[src/rtl/mem_ctrl.sv]
// KS10 main-memory controller: takes one arbiter bus cycle at a time, sequences
// a synchronous single-port SRAM and returns a one-clock acknowledge.
module mem_ctrl #(
    parameter int unsigned MEMSIZE = 262144,
    parameter int unsigned RD_LAT  = 2
) (
    input  logic        clk,
    input  logic        rst,
    input  logic        busREQI,
    input  logic [0:35] busADDRI,
    input  logic [0:35] busDATAI,
    output logic        busACKO,
    output logic [0:35] busDATAO,
    output logic [19:0] ssramADDR,
    output logic [0:35] ssramDATO,
    input  logic [0:35] ssramDATI,
    output logic        ssramRD,
    output logic        ssramWR
);

    typedef enum logic [1:0] {
        IDLE = 2'd0,
        RD   = 2'd1,
        WR   = 2'd2,
        DONE = 2'd3
    } state_t;

    localparam logic [2:0] LAT = 3'(RD_LAT);

    state_t      state, state_nxt;
    logic [2:0]  cnt, cnt_nxt;
    logic        wr_ack_pend, wr_ack_pend_nxt;
    logic        ack_nxt;
    logic [0:35] bus_data_nxt;
    logic [19:0] sram_addr_nxt;
    logic [0:35] sram_data_nxt;
    logic        sram_rd_nxt, sram_wr_nxt;
    logic        latch_en;

    logic [19:0] addr_lat;
    logic [0:35] data_lat;
    logic        rmw_lat;

    logic        cyc_read, cyc_write, cyc_io, cyc_in_range, cyc_ok;
    logic [19:0] cyc_addr;
    logic        unused_bits;

    assign cyc_read     = busADDRI[3];
    assign cyc_write    = busADDRI[5];
    assign cyc_io       = busADDRI[6];
    assign cyc_addr     = busADDRI[16:35];
    assign cyc_in_range = 32'(cyc_addr) < MEMSIZE;
    assign cyc_ok       = busREQI && !cyc_io && (cyc_read || cyc_write) && cyc_in_range;
    assign unused_bits  = ^{busADDRI[0:2], busADDRI[4], busADDRI[7:15]};

    always_ff @(posedge clk or posedge rst) begin
        if (rst) begin
            state <= IDLE;
        end else begin
            state <= state_nxt;
        end
    end

    always_comb begin
        state_nxt       = state;
        cnt_nxt         = cnt;
        wr_ack_pend_nxt = 1'b0;
        ack_nxt         = wr_ack_pend;
        bus_data_nxt    = '0;
        sram_addr_nxt   = ssramADDR;
        sram_data_nxt   = ssramDATO;
        sram_rd_nxt     = 1'b0;
        sram_wr_nxt     = 1'b0;
        latch_en        = 1'b0;
        unique case (state)
            IDLE: begin
                if (cyc_ok) begin
                    latch_en      = 1'b1;
                    sram_addr_nxt = cyc_addr;
                    if (cyc_write && !cyc_read) begin
                        state_nxt = WR;
                    end else begin
                        state_nxt   = RD;
                        sram_rd_nxt = 1'b1;
                        cnt_nxt     = '0;
                    end
                end else if (busREQI) begin
                    // NXM / IO / flagless cycles are swallowed; the initiator times out
                    state_nxt = DONE;
                end
            end
            RD: begin
                if (cnt == LAT) begin
                    ack_nxt      = 1'b1;
                    bus_data_nxt = ssramDATI;
                    state_nxt    = rmw_lat ? WR : DONE;
                end else begin
                    cnt_nxt = cnt + 3'd1;
                end
            end
            WR: begin
                sram_wr_nxt     = 1'b1;
                sram_addr_nxt   = addr_lat;
                sram_data_nxt   = data_lat;
                // the RMW already acknowledged with the old data
                wr_ack_pend_nxt = !rmw_lat;
                state_nxt       = DONE;
            end
            DONE: begin
                if (!busREQI) begin
                    state_nxt = IDLE;
                end
            end
            default: state_nxt = IDLE;
        endcase
    end

    always_ff @(posedge clk or posedge rst) begin
        if (rst) begin
            cnt         <= '0;
            wr_ack_pend <= 1'b0;
            busACKO     <= 1'b0;
            busDATAO    <= '0;
            ssramADDR   <= '0;
            ssramDATO   <= '0;
            ssramRD     <= 1'b0;
            ssramWR     <= 1'b0;
        end else begin
            cnt         <= cnt_nxt;
            wr_ack_pend <= wr_ack_pend_nxt;
            busACKO     <= ack_nxt;
            busDATAO    <= bus_data_nxt;
            ssramADDR   <= sram_addr_nxt;
            ssramDATO   <= sram_data_nxt;
            ssramRD     <= sram_rd_nxt;
            ssramWR     <= sram_wr_nxt;
        end
    end

    // cycle capture: bus changes after acceptance are ignored
    always_ff @(posedge clk) begin
        if (latch_en) begin
            addr_lat <= cyc_addr;
            data_lat <= busDATAI;
            rmw_lat  <= cyc_read && cyc_write;
        end
    end

endmodule
[config.mk]
export PLATFORM = sky130hd
export DESIGN_NAME = mem_ctrl
export DESIGN_NICKNAME = d
export VERILOG_FILES = /design/src/rtl/mem_ctrl.sv
export SDC_FILE = /design/constraint.sdc
export NUM_CORES = 1
export LEC_CHECK = 0
export ABC_AREA = 1
export CAP_MARGIN = 30
export CELL_PAD_IN_SITES_DETAIL_PLACEMENT = 1
export CELL_PAD_IN_SITES_GLOBAL_PLACEMENT = 2
export CORE_MARGIN = 2
export CORE_UTILIZATION = 25
export DETAILED_ROUTE_END_ITERATION = 8
export PLACE_DENSITY = 0.79
export SYNTH_ARGS = -nofsm -noshare
export SYNTH_HDL_FRONTEND = slang
export SYNTH_SLANG_ARGS = --single-unit
[constraint.sdc]
create_clock -name clk -period 3.2 [get_ports clk]
set_input_delay 0.8 -clock clk [delete_from_list [all_inputs] [get_ports clk]]
set_output_delay 0.8 -clock clk [all_outputs]
set_load 0.005 [all_outputs]
# Yosys cells after proc, flatten, opt, wreduce, memory -nomap -nowiden
# Index checks and enable logic that the tools add are counted.
# totals
out_inout_bits	95
reg_bits	158
input_bits	111
elab_cells	63
# classes
addsub	1
n_eq_ne	10
n_reduce_logical	15
muxes	24
order_cmp	1
# ops
op	n
36-bit 2-to-1 mux	2
20-bit one-hot mux with 2 select lines	1
20-bit by 19-bit < comparator with 1-bit output, second input constant	1
20-bit 2-to-1 mux	1
1-bit 2-to-1 mux	10
2-bit 2-to-1 mux	5
2-bit != test, second input constant	5
3-bit 2-to-1 mux	3
2-bit one-hot mux with 4 select lines	1
3-bit one-hot mux with 2 select lines	1
1-bit logical AND	5
2-bit equality test, second input constant	2
4-bit AND reduction	1
2-bit nonzero test	2
3-bit by 1-bit adder with 3-bit output, second input constant	1
3-bit by 2-bit equality test with 1-bit output, second input constant	1
1-bit zero test	3
3-bit != test, second input constant	1
3-bit AND reduction	1
2-bit by 1-bit equality test with 1-bit output, second input constant	1
2-bit zero test	1
2-bit AND reduction	1
1-bit logical OR	1

# Longest topological paths before layout
# logic_depth
ltp_word	6
ltp_mapped	10
depth_no_buf	9

# Worst setup path after synthesis
# No wires, ideal clock.
# synth_path
kind	input port to flip-flop
start	input port busADDRI[6] in the netlist's numbering
end	register addr_lat[0] (enable)
path_stages	6
arrival_time_ps	2392
path_buffers	1
required_time_ps	2789
setup_ps	411
path_slack_ps	396
cell_sequence	inv_1 nand2_1 nor2_2 nand3_2 buf_6 inv_1
# synth_via
elab_chain_len	6
# synth_lines
element	line_no	rtl
start, declared	10	input logic [0:35] busADDRI,
1-bit zero test	53	assign cyc_ok = busREQI && !cyc_io && (cyc_read || cyc_write) && cyc_in_range;
1-bit logical AND (3 in series)	53	
1-bit 2-to-1 mux	77	if (cyc_ok) begin
1-bit 2-to-1 mux	75	unique case (state)
net latch_en	38	logic latch_en;
end signal, assigned	143	addr_lat <= cyc_addr;
end, declared	40	logic [19:0] addr_lat;
# The timed path passes the listed nets, and every way through them passes these cells.
# A chain may end at the register's enable or synchronous reset.

# Final worst setup path
# layout_path
start	input port busADDRI[5] in the netlist's numbering
end	register data_lat[21] in the netlist's numbering (enable)
# layout_via
elab_chain_len	5
# layout_lines
element	line_no	rtl
1-bit logical OR	53	
1-bit logical AND (2 in series)	53	
1-bit 2-to-1 mux	77	
1-bit 2-to-1 mux	75	
net latch_en	38	
end signal, assigned	144	data_lat <= busDATAI;
end, declared	41	logic [0:35] data_lat;
# The timed path passes the listed nets, and every way through them passes these cells.

==> impl_results.md <==
* PnR worst setup slack at 1.05 ns
* Chip height at 160 um
* TritonRoute pass-1 iters at 4
* Hold Path Class: reg2reg
* Most common cell after layout, fill and taps aside: nand2_1
* Total GRT Usage at 0.131
* Area delta synth->final at 46.8%
* ANT cells at 0
* Synthesized flop and latch total at 158
* CTS tree: built
* Num CTS Buffers at 17
* Fillers at 2761
* GRT overflow at 0
* Pre-CTS WS at 0.607 ns
* GRT Max-Usage Layer: met2
* Max Fclk at 465 MHz
* CTS resizes at 0
* First-pass GRT wire length at 26200 um
* Critical-path top delay cell: clkdlybuf4s50_1
* Routability Congestion at 0.684
* Site Rows at 57
* Vias at 4423
* Hold Path Depth at 1
* Wire per inst at 14.8 um
* Share of layout cells above drive strength 1 at 0.0966
* CTS sink count at 158
* Clock slew at reported path FFs at 0.06 ns
* RSZ-0062 raised after global routing: false
* Crit path DAT at 2.20 ns
* PortBufs at 192
* Die area at 25600 um^2
* Worst-Skew Late Latency at 0.42 ns
* Pwr Total at 7.40 mW
* Vias in the first global route at 4781
* Most frequent cells in the layout: nand2_1, clkdlybuf4s50_1, dfrtp_1
* CP required at 3.25 ns
* CTS HTree Levels at 4
* Critical path buffers and inverters at 3
* Core area at 24100 um^2
* Final nets at 870
* Pwr Density at 829 nW/um^2
* Initial antenna violation count at 0
* Final wirelength at 16100 um
* Outcome: completed
* Setup_tns at 0 ns
* Cell type with the largest total area after synthesis: dfrtp_1
* Max incr delay on CP at 0.53 ns
* Post-CTS setup buffer count at 0
* Slew margin rel. at 0.506
* I/O pin count at 206
* 1st-iter DRT viols at 175
* Mapped Area at 6080 um^2
* Max-cap violations at 0
* Detail Route Antenna Nets at 0
* Worst hold start: wr_ack_pend$_DFF_PP0_
* Reg2reg setup slack at 1.27 ns
* Reg2Reg Launch Point: state[0]$_DFFE_PP0P_
* Met3 Use GR at 0.0545
* Initial Utilization at 0.252
* R2r endpoint: data_lat[21]$_DFFE_PP_
* Critical Path Sink Type: flip-flop
* Worst Clk Skew at 0.00758 ns
* Synth top area cells: dfrtp_1, edfxtp_1, nand2_1
* Via density at 4.06
* GR Util met1 at 0.157
* Worst IR Drop VDD at 0.000330 V
* Clock Tree Root: clkbuf_16
* Synth warnings at 0
* Setup Crit Path Kind: in2reg
* DR DRC count at 0
* Register area share after synthesis at 0.697
* Hold Buf Count CTS at 0
* Die W at 160 um
* Worst-path cell chain: clkdlybuf4s50_1 > nor2_1 > nor2_2 > nand3_2 > inv_2 > buf_4
* Reg2reg path depth at 5
* Post-DP HPWL at 10700 um
* Final Hold Viols at 0
* Mapped Nets at 675
* Worst slew pin tran at 0.740 ns
* Crit path launch type: input port
* Final setup violating endpoints at 0
* Post-synth cell types at 21
* Fin crit share at 0.672
* Top Family by Delay on Critical Path: buffers and inverters
* Yosys top cell area share at 0.416
* Hold endpoint: busACKO$_DFF_PP0_
* Worst-path fanout max at 35
* Min Tclk post-route at 2.15 ns
* LEAKAGE at 4.11 nW
* Instance count of the mapped netlist at 558
* Slew Viols, Final at 0
* Avg Inst Size Synth at 10.9 um^2
* Max clock buf depth at 2
* GR Util met2 at 0.219
* Post-route core utilization at 0.370
* Maximum number of pins on one net before global-route repair at 102
## metrics by stage
| stage | instances | area, um^2 | hold slack [ns] |
|---|---|---|---|
| detailed placement | 1058 | 8320 | 0.435 |
| finish | 1090 | 8920 | 0.441 |
| global route | 1090 | 8920 | 0.446 |
| CTS | 1090 | 8920 | 0.443 |
| global placement | 1058 | 8320 | 0.423 |
| floorplan | 558 | 6080 | 0.400 |
## routing by layer
layer	wire length (um)	share of wire	vias to the layer above
met4	158	0.0098	0
met3	1270	0.079	12
met5	0	0	-
met1	6830	0.42	2162
met2	7830	0.49	128
li1	-	-	2121
## Yosys cell counts
| library cell | count |
|---|---|
| inv_2 | 4 |
| dfrtp_1 | 101 |
| buf_6 | 9 |
| nand2_2 | 2 |
| buf_4 | 2 |
| nand3b_1 | 1 |
| nand2_1 | 212 |
| ha_1 | 6 |
| nor2_2 | 3 |
| nand3_2 | 20 |
| nor3b_1 | 1 |
| buf_2 | 13 |
| edfxtp_1 | 57 |
| o21ai_0 | 1 |
| inv_1 | 49 |
| nand4_1 | 1 |
| nand3_1 | 28 |
| nor2_4 | 1 |
| a21oi_1 | 1 |
| nor2_1 | 45 |
| or2_2 | 1 |
## report_power, final
part | total (mW) | switching (mW) | internal, mW
clock network | 2.10 | 0.897 | 1.20
registers | 2.79 | 0.247 | 2.54
logic | 2.51 | 1.30 | 1.22
total | 7.40 | 2.44 | 4.96
## cell families (layout without fill, tap and decap cells)
logic type               Yosys count  after routing  synth area share
AND/OR/NAND/NOR                  315            315             0.226
AO/OA/AOI/OAI                      2              2           0.00164
flip-flops                       158            158             0.697
buffers and inverters             77            285            0.0626
adder cells (fa/ha/maj)            6              6            0.0123
## final cells by class
cell class,instances,area (um^2),area share
clock buffer,18,439,0.0492
inverter,53,203,0.0227
clock inverter,14,168,0.0188
sequential,158,4240,0.475
timing repair buffer,200,2010,0.225
multi-input combinational,323,1460,0.164
tap,324,405,0.0454
## state kept, by name (all words and copies together), names as in the netlist
register     flops
rmw_lat          1
ssramWR          1
addr_lat        20
busDATAO        36
ssramRD          1
ssramADDR       20
busACKO          1
data_lat        36
wr_ack_pend      1
cnt              3
state            2
ssramDATO       36
## worst reg2reg max path: stages (launching register included)
cell and delay, ns:
dfrtp_1 0.42, inv_1 0.10, ha_1 0.37, nand3_2 0.14
inv_2 0.08, buf_4 0.43
## worst max path at each step
| stage | end | startpoint | cells past startpoint | slack, ns |
|---|---|---|---|---|
| after floorplan | addr_lat[0]$_DFFE_PP_ | busADDRI[6] | 6 | 0.40 |
| final | data_lat[21]$_DFFE_PP_ | busADDRI[5] | 6 | 1.05 |
| after detailed placement | data_lat[17]$_DFFE_PP_ | busADDRI[5] | 6 | 0.61 |
| after CTS | ssramDATO[29] | ssramDATO[29]$_DFFE_PP0P_ | 1 | 1.04 |
| after global routing | data_lat[21]$_DFFE_PP_ | busADDRI[5] | 6 | 0.96 |
| after global placement | data_lat[17]$_DFFE_PP_ | busADDRI[5] | 6 | 0.63 |
No activity file was read; power rests on OpenSTA's default activity.
